--- config.mk ---
export PLATFORM = sky130hd
export DESIGN_NAME = ioctl_dl_router
export DESIGN_NICKNAME = d
export VERILOG_FILES = /design/src/rtl/ioctl_dl_router.sv
export SDC_FILE = /design/constraint.sdc
export NUM_CORES = 1
export LEC_CHECK = 0
export ABC_AREA = 1
export CAP_MARGIN = 25
export CELL_PAD_IN_SITES_DETAIL_PLACEMENT = 0
export CELL_PAD_IN_SITES_GLOBAL_PLACEMENT = 1
export CORE_AREA = 2 2 123 125
export DETAILED_ROUTE_END_ITERATION = 16
export DIE_AREA = 0 0 125 127
export PLACE_DENSITY_LB_ADDON = 0.05
export SYNTH_ARGS = -nofsm -noshare
export SYNTH_HDL_FRONTEND = slang
export SYNTH_SLANG_ARGS = --single-unit
--- constraint.sdc ---
create_clock -name clk -period 5.41 [get_ports clk]
set_clock_uncertainty 0.2 [all_clocks]
set_input_delay 1.082 -clock clk [delete_from_list [all_inputs] [get_ports clk]]
set_output_delay 1.082 -clock clk [all_outputs]
set_load 0.02 [all_outputs]
--- src/rtl/ioctl_dl_router.sv ---
// rtl/ioctl_dl_router.sv - routes the hps_io ioctl byte stream to per-channel word targets
// Packs bytes into words with byte enables, tracks load status/size and holds the CPU around downloads.
module ioctl_dl_router #(
    parameter int CHANNELS    = 4,
    parameter int INDEX_BASE  = 0,
    parameter int ADDR_W      = 16,
    parameter int DATA_W      = 16,
    parameter int HOLD_CYCLES = 16
) (
    input  logic                  clk,
    input  logic                  reset_n,
    input  logic                  dn_download,
    input  logic                  dn_wr,
    input  logic [24:0]           dn_addr,
    input  logic [7:0]            dn_data,
    input  logic [7:0]            dn_index,
    output logic [CHANNELS-1:0]   wr_en,
    output logic [ADDR_W-1:0]     wr_addr,
    output logic [DATA_W-1:0]     wr_data,
    output logic [DATA_W/8-1:0]   wr_be,
    output logic [CHANNELS-1:0]   loaded,
    output logic [24:0]           last_size,
    output logic                  overflow,
    output logic                  cpu_hold
);

    localparam int BYTES  = DATA_W / 8;
    localparam int LB     = $clog2(BYTES);
    localparam int LANE_W = (LB > 0) ? LB : 1;
    localparam int CH_W   = (CHANNELS > 1) ? $clog2(CHANNELS) : 1;
    localparam int HC_W   = $clog2(HOLD_CYCLES + 2);

    typedef enum logic [1:0] {S_IDLE, S_RECV, S_FLUSH, S_HOLD} state_t;

    state_t              state_q, state_d;
    logic [CH_W-1:0]     ch_q, ch_d;
    logic [ADDR_W-1:0]   pk_addr_q, pk_addr_d;
    logic [DATA_W-1:0]   pk_data_q, pk_data_d;
    logic [BYTES-1:0]    pk_be_q, pk_be_d;
    logic                pk_full_q, pk_full_d;
    logic [24:0]         size_q, size_d;
    logic [HC_W-1:0]     hold_cnt_q, hold_cnt_d;
    logic [CHANNELS-1:0] loaded_q, loaded_d;
    logic [24:0]         last_size_q, last_size_d;
    logic                overflow_q, overflow_d;

    logic [24:0]         addr_hi;
    logic [ADDR_W-1:0]   waddr;
    logic [LANE_W-1:0]   lane;
    logic                lane_top;
    logic [25:0]         addr_p1;
    logic [9:0]          idx_off;
    logic                in_range;
    logic                start;
    logic                emit;
    logic                accept;

    assign addr_hi  = dn_addr >> (LB + ADDR_W);
    assign waddr    = ADDR_W'(dn_addr >> LB);
    assign lane     = LANE_W'(dn_addr & 25'(BYTES - 1));
    assign lane_top = (lane == LANE_W'(BYTES - 1));
    assign addr_p1  = {1'b0, dn_addr} + 26'd1;
    // Signed-style offset: bit 9 set means the index is below INDEX_BASE.
    assign idx_off  = {2'b00, dn_index} - 10'(INDEX_BASE);
    assign in_range = !idx_off[9] && (idx_off < 10'(CHANNELS));

    always_comb begin
        state_d     = state_q;
        ch_d        = ch_q;
        pk_addr_d   = pk_addr_q;
        pk_data_d   = pk_data_q;
        pk_be_d     = pk_be_q;
        pk_full_d   = pk_full_q;
        size_d      = size_q;
        hold_cnt_d  = hold_cnt_q;
        loaded_d    = loaded_q;
        last_size_d = last_size_q;
        overflow_d  = overflow_q;
        emit        = 1'b0;
        accept      = 1'b0;
        start       = 1'b0;

        case (state_q)
            S_IDLE: begin
                start = dn_download && in_range;
            end
            S_RECV: begin
                // A completed word waits one cycle in the packer before it leaves.
                if (pk_full_q) begin
                    emit = 1'b1;
                end
                if (dn_wr) begin
                    if (addr_hi != 25'd0) begin
                        overflow_d = 1'b1;
                    end else begin
                        accept = 1'b1;
                        if ((pk_be_q != '0) && (waddr != pk_addr_q)) begin
                            emit = 1'b1;
                        end
                    end
                end
                if (emit) begin
                    pk_data_d = '0;
                    pk_be_d   = '0;
                    pk_full_d = 1'b0;
                end
                if (accept) begin
                    pk_addr_d                = waddr;
                    pk_data_d[lane*8 +: 8]   = dn_data;
                    pk_be_d[lane]            = 1'b1;
                    if (lane_top) begin
                        pk_full_d = 1'b1;
                    end
                    if (addr_p1 > {1'b0, size_q}) begin
                        size_d = addr_p1[24:0];
                    end
                end
                if (!dn_download) begin
                    state_d = S_FLUSH;
                end
            end
            S_FLUSH: begin
                emit             = (pk_be_q != '0);
                pk_data_d        = '0;
                pk_be_d          = '0;
                pk_full_d        = 1'b0;
                loaded_d[ch_q]   = 1'b1;
                last_size_d      = size_q;
                hold_cnt_d       = '0;
                state_d          = (HOLD_CYCLES == 0) ? S_IDLE : S_HOLD;
            end
            S_HOLD: begin
                start = dn_download && in_range;
                if (!start) begin
                    if (hold_cnt_q == HC_W'(HOLD_CYCLES - 1)) begin
                        state_d = S_IDLE;
                    end else begin
                        hold_cnt_d = hold_cnt_q + HC_W'(1);
                    end
                end
            end
            default: state_d = S_IDLE;
        endcase

        if (start) begin
            state_d    = S_RECV;
            ch_d       = CH_W'(idx_off);
            pk_data_d  = '0;
            pk_be_d    = '0;
            pk_full_d  = 1'b0;
            overflow_d = 1'b0;
            size_d     = '0;
        end
    end

    always_ff @(posedge clk or negedge reset_n) begin
        if (!reset_n) begin
            state_q     <= S_IDLE;
            ch_q        <= '0;
            pk_addr_q   <= '0;
            pk_data_q   <= '0;
            pk_be_q     <= '0;
            pk_full_q   <= 1'b0;
            size_q      <= '0;
            hold_cnt_q  <= '0;
            loaded_q    <= '0;
            last_size_q <= '0;
            overflow_q  <= 1'b0;
        end else begin
            state_q     <= state_d;
            ch_q        <= ch_d;
            pk_addr_q   <= pk_addr_d;
            pk_data_q   <= pk_data_d;
            pk_be_q     <= pk_be_d;
            pk_full_q   <= pk_full_d;
            size_q      <= size_d;
            hold_cnt_q  <= hold_cnt_d;
            loaded_q    <= loaded_d;
            last_size_q <= last_size_d;
            overflow_q  <= overflow_d;
        end
    end

    assign wr_en     = emit ? (CHANNELS'(1) << ch_q) : '0;
    assign wr_addr   = pk_addr_q;
    assign wr_data   = pk_data_q;
    assign wr_be     = pk_be_q;
    assign loaded    = loaded_q;
    assign last_size = last_size_q;
    assign overflow  = overflow_q;
    assign cpu_hold  = (state_q != S_IDLE);

endmodule

==> flow_summary.yaml <==
synth:
  synthCells: 759
  synth_edf_count: 0
  yosys.area.top_type: "dfrtp_1"
  synthDistinctLibCells: 38
  syn_area_sq_um: 5850
  synthTopCellsByArea: "dfrtp_1, nand2_1, inv_1"
  ys_seq_area_frac: 0.424
  syn_nets: 837
  async_reset_ff_frac: 1.00
  yosys_warnings: 0
  syn_avg_cell_area_sq_um: 7.70
  synth_top_area_frac: 0.424
  ys_ff_latch: 99
  ys.flop_type: "dfrtp_1"
worst_setup_path:
  crit_required_ns: 4.13
  cpMostUsedCell: "nand2_1"
  crit_type: "input pin to output port"
  cp-end-kind: "output port"
  crit_path_start: "dn_addr[22]"
  timing.rr.end: "state_q[1]"
  start_kind: "input pin"
  cp_slowest_cell: "clkdlybuf4s50_1"
  ff2ff_path_depth: 9
  path_depth: 13
  endpoint: "wr_en[0]"
  critPathMaxFanout: 4
  path_cells: "clkdlybuf4s50_1 -> inv_1 -> nand4_1 -> nor2_1 -> nand2_1 -> nor2_1 -> nand2_1 -> nand2_1 -> nand2_1 -> nand2_1 -> nand2_1 -> nor2_1 -> clkdlybuf4s50_1"
  cp.arrival_ns: 3.59
  timing.critical_path.buf_inv: 3
  ff2ff_setup_slack_ns: 2.79
  critical-path-top-delay-family: "simple AND/OR/NAND/NOR gates"
  slowest_delay_ns: 0.61
  r2r-start: "state_q[0]"
job:
  timing.max_cap.violations: 0
grt:
  grt_pass1_vias: 4810
  overflow: 0
  grt_use_total: 0.187
  antenna_found_initial: 0
  grt_pass1_wl_microns: 24000
  grt_start_max_net_pins: 67
detailed_routing:
  drt-total-wl_microns: 14300
  highest_layer: "met4"
  ant_nets: 0
  wl_met3_microns: 636
  drtIter0Drc: 315
  wl_met1_microns: 7210
  drt_pass1_iterations: 5
  vias_per_cell: 4.76
  wl_per_cell_microns: 13.5
  drc: 0
  wl_met2_microns: 6160
  routed-via-count: 5025
die:
  fp-row-count: 44
  die_y_microns: 127
  coreArea_sq_um: 14400
  start_util: 0.405
  io_pins: 114
  die_w_microns: 125
  die_area_sq_um: 15900
sta:
  worst_slew_pin_slew_ns: 0.865
  finalHoldViolCount: 0
  finalSetupTns_ns: 0
  setup_viol: 0
  max_freq_mhz: 205
  drv_slew: 0
  rsz0062_at_grt: "false"
  fin_crit_ns: 4.88
  slew_headroom: 0.423
  fin_crit_sh: 0.901
clock_network:
  cts_htree_levels: 3
  clkSlewWorstSetupHoldPaths_ns: 0.06
  insertion_delay_ns: 0.35
  clock_sinks: 99
  cts_tree: "built"
  cts_resized: 0
  post_cts_buffers: 0
  clk_path_buf_depth: 2
  root_buffer: "clkbuf_16"
  numCtsBuffers: 9
  hold_buffers: 0
placement:
  io_buffers: 113
  hpwl_microns: 11000
  place.gp.congestion: 0.863
power_and_ir_drop:
  p_leak_nw: 3.60
  vdd_drop_max_uv: 148
  power_density_nw_per_um2: 296
final_layout:
  insertedDiodeCount: 0
  utilization: 0.514
  nets: 945
  drive_above_1_share: 0.0631
  syn2layout_area_growth_pct: 26.7
worst_hold_path:
  hold_path.class: "register to register"
  holdPathStages: 1
outcome:
  status: "finished clean"
## stage by stage
step                      setup WS (ns)  instances  area, sq um  power (mW)  hold WS [ns]
final                             0.533       1056         7410        2.19         0.269
after detailed placement          0.583       1039         7110        1.59         0.262
after global placement            0.688       1039         7110        1.58         0.255
after global routing              0.375       1056         7410        2.36         0.290
after CTS                         0.576       1055         7400        2.22         0.280
after floorplan                    1.67        759         5850        1.33         0.269
## how the worst min path moves through the flow
stage,start,endpoint,slack [ns]
floorplan,size_q[2],size_q[2],0.27
global placement,wr_data[2],wr_data[2],0.26
detailed placement,loaded[1],loaded[1],0.26
CTS,loaded[1],loaded[1],0.28
global route,loaded[1],loaded[1],0.29
finish,loaded[1],loaded[1],0.27
## registers in the layout (all words and copies together) (netlist names)
name and flops:
state_q 2, wr_be 2, ch_q 2, overflow 1
size_q 25, hold_cnt_q 5, pk_full_q 1, last_size 25
wr_addr 16, loaded 4, wr_data 16
## metal layers
| metal | global-route usage | vias up |
|---|---|---|
| li1 | - | 2607 |
| met1 | 0.270 | 2292 |
| met2 | 0.279 | 107 |
| met3 | 0.0352 | 19 |
| met4 | 0.0725 | 0 |
| met5 | 0 | - |
## layout by cell type, fill, tap and decap left out, drive strengths merged
| cell | count |
|---|---|
| a21o | 2 |
| a21oi | 10 |
| a31oi | 1 |
| and2 | 1 |
| buf | 6 |
| clkbuf | 13 |
| clkdlybuf4s50 | 112 |
| clkinv | 2 |
| clkinvlp | 1 |
| dfrtp | 99 |
| ha | 33 |
| inv | 114 |
| mux2i | 1 |
| nand2 | 240 |
| nand3 | 44 |
| nand3b | 2 |
| nand4 | 24 |
| nor2 | 67 |
| nor3 | 11 |
| nor4 | 1 |
| o211ai | 1 |
| o21a | 1 |
| o21ai | 55 |
| o21bai | 4 |
| o22ai | 1 |
| or2 | 2 |
| xnor2 | 1 |
| xor2 | 23 |
## cell type report
class / instances / area (sq um)
Fill cell: 1418 / 7010
Multi-Input combinational cell: 525 / 2820
Sequential cell: 99 / 2480
Timing Repair Buffer: 118 / 1170
Inverter: 114 / 433
Clock buffer: 13 / 260
Tap cell: 184 / 230
Clock inverter: 3 / 21.3
## kinds of logic after synthesis
kind of cell,Yosys count,share of synthesized area
and+or+nand+nor,392,0.305
buffers and inverters,135,0.0948
DFF,99,0.424
AOI/OAI and AO/OA,75,0.0681
adders and majority gates,33,0.0706
xor gates and xnor gates,24,0.0360
muxes,1,0.00171
## synth_stat cells (3+ instances only)
cell type	number
a21oi_1	10
buf_2	3
clkbuf_1	13
dfrtp_1	99
ha_1	33
inv_1	113
nand2_1	231
nand2_2	6
nand3_1	30
nand3_2	13
nand4_1	24
nor2_1	60
nor2_2	6
nor3_1	10
o21ai_0	51
o21ai_1	4
o21bai_1	4
xor2_1	23
## power breakdown
| part | internal (mW) | total (mW) | switching [mW] |
|---|---|---|---|
| registers | 0.826 | 0.875 | 0.0487 |
| logic | 0.256 | 0.695 | 0.439 |
| clock network | 0.339 | 0.621 | 0.282 |
No activity file was read; power rests on OpenSTA's default activity.
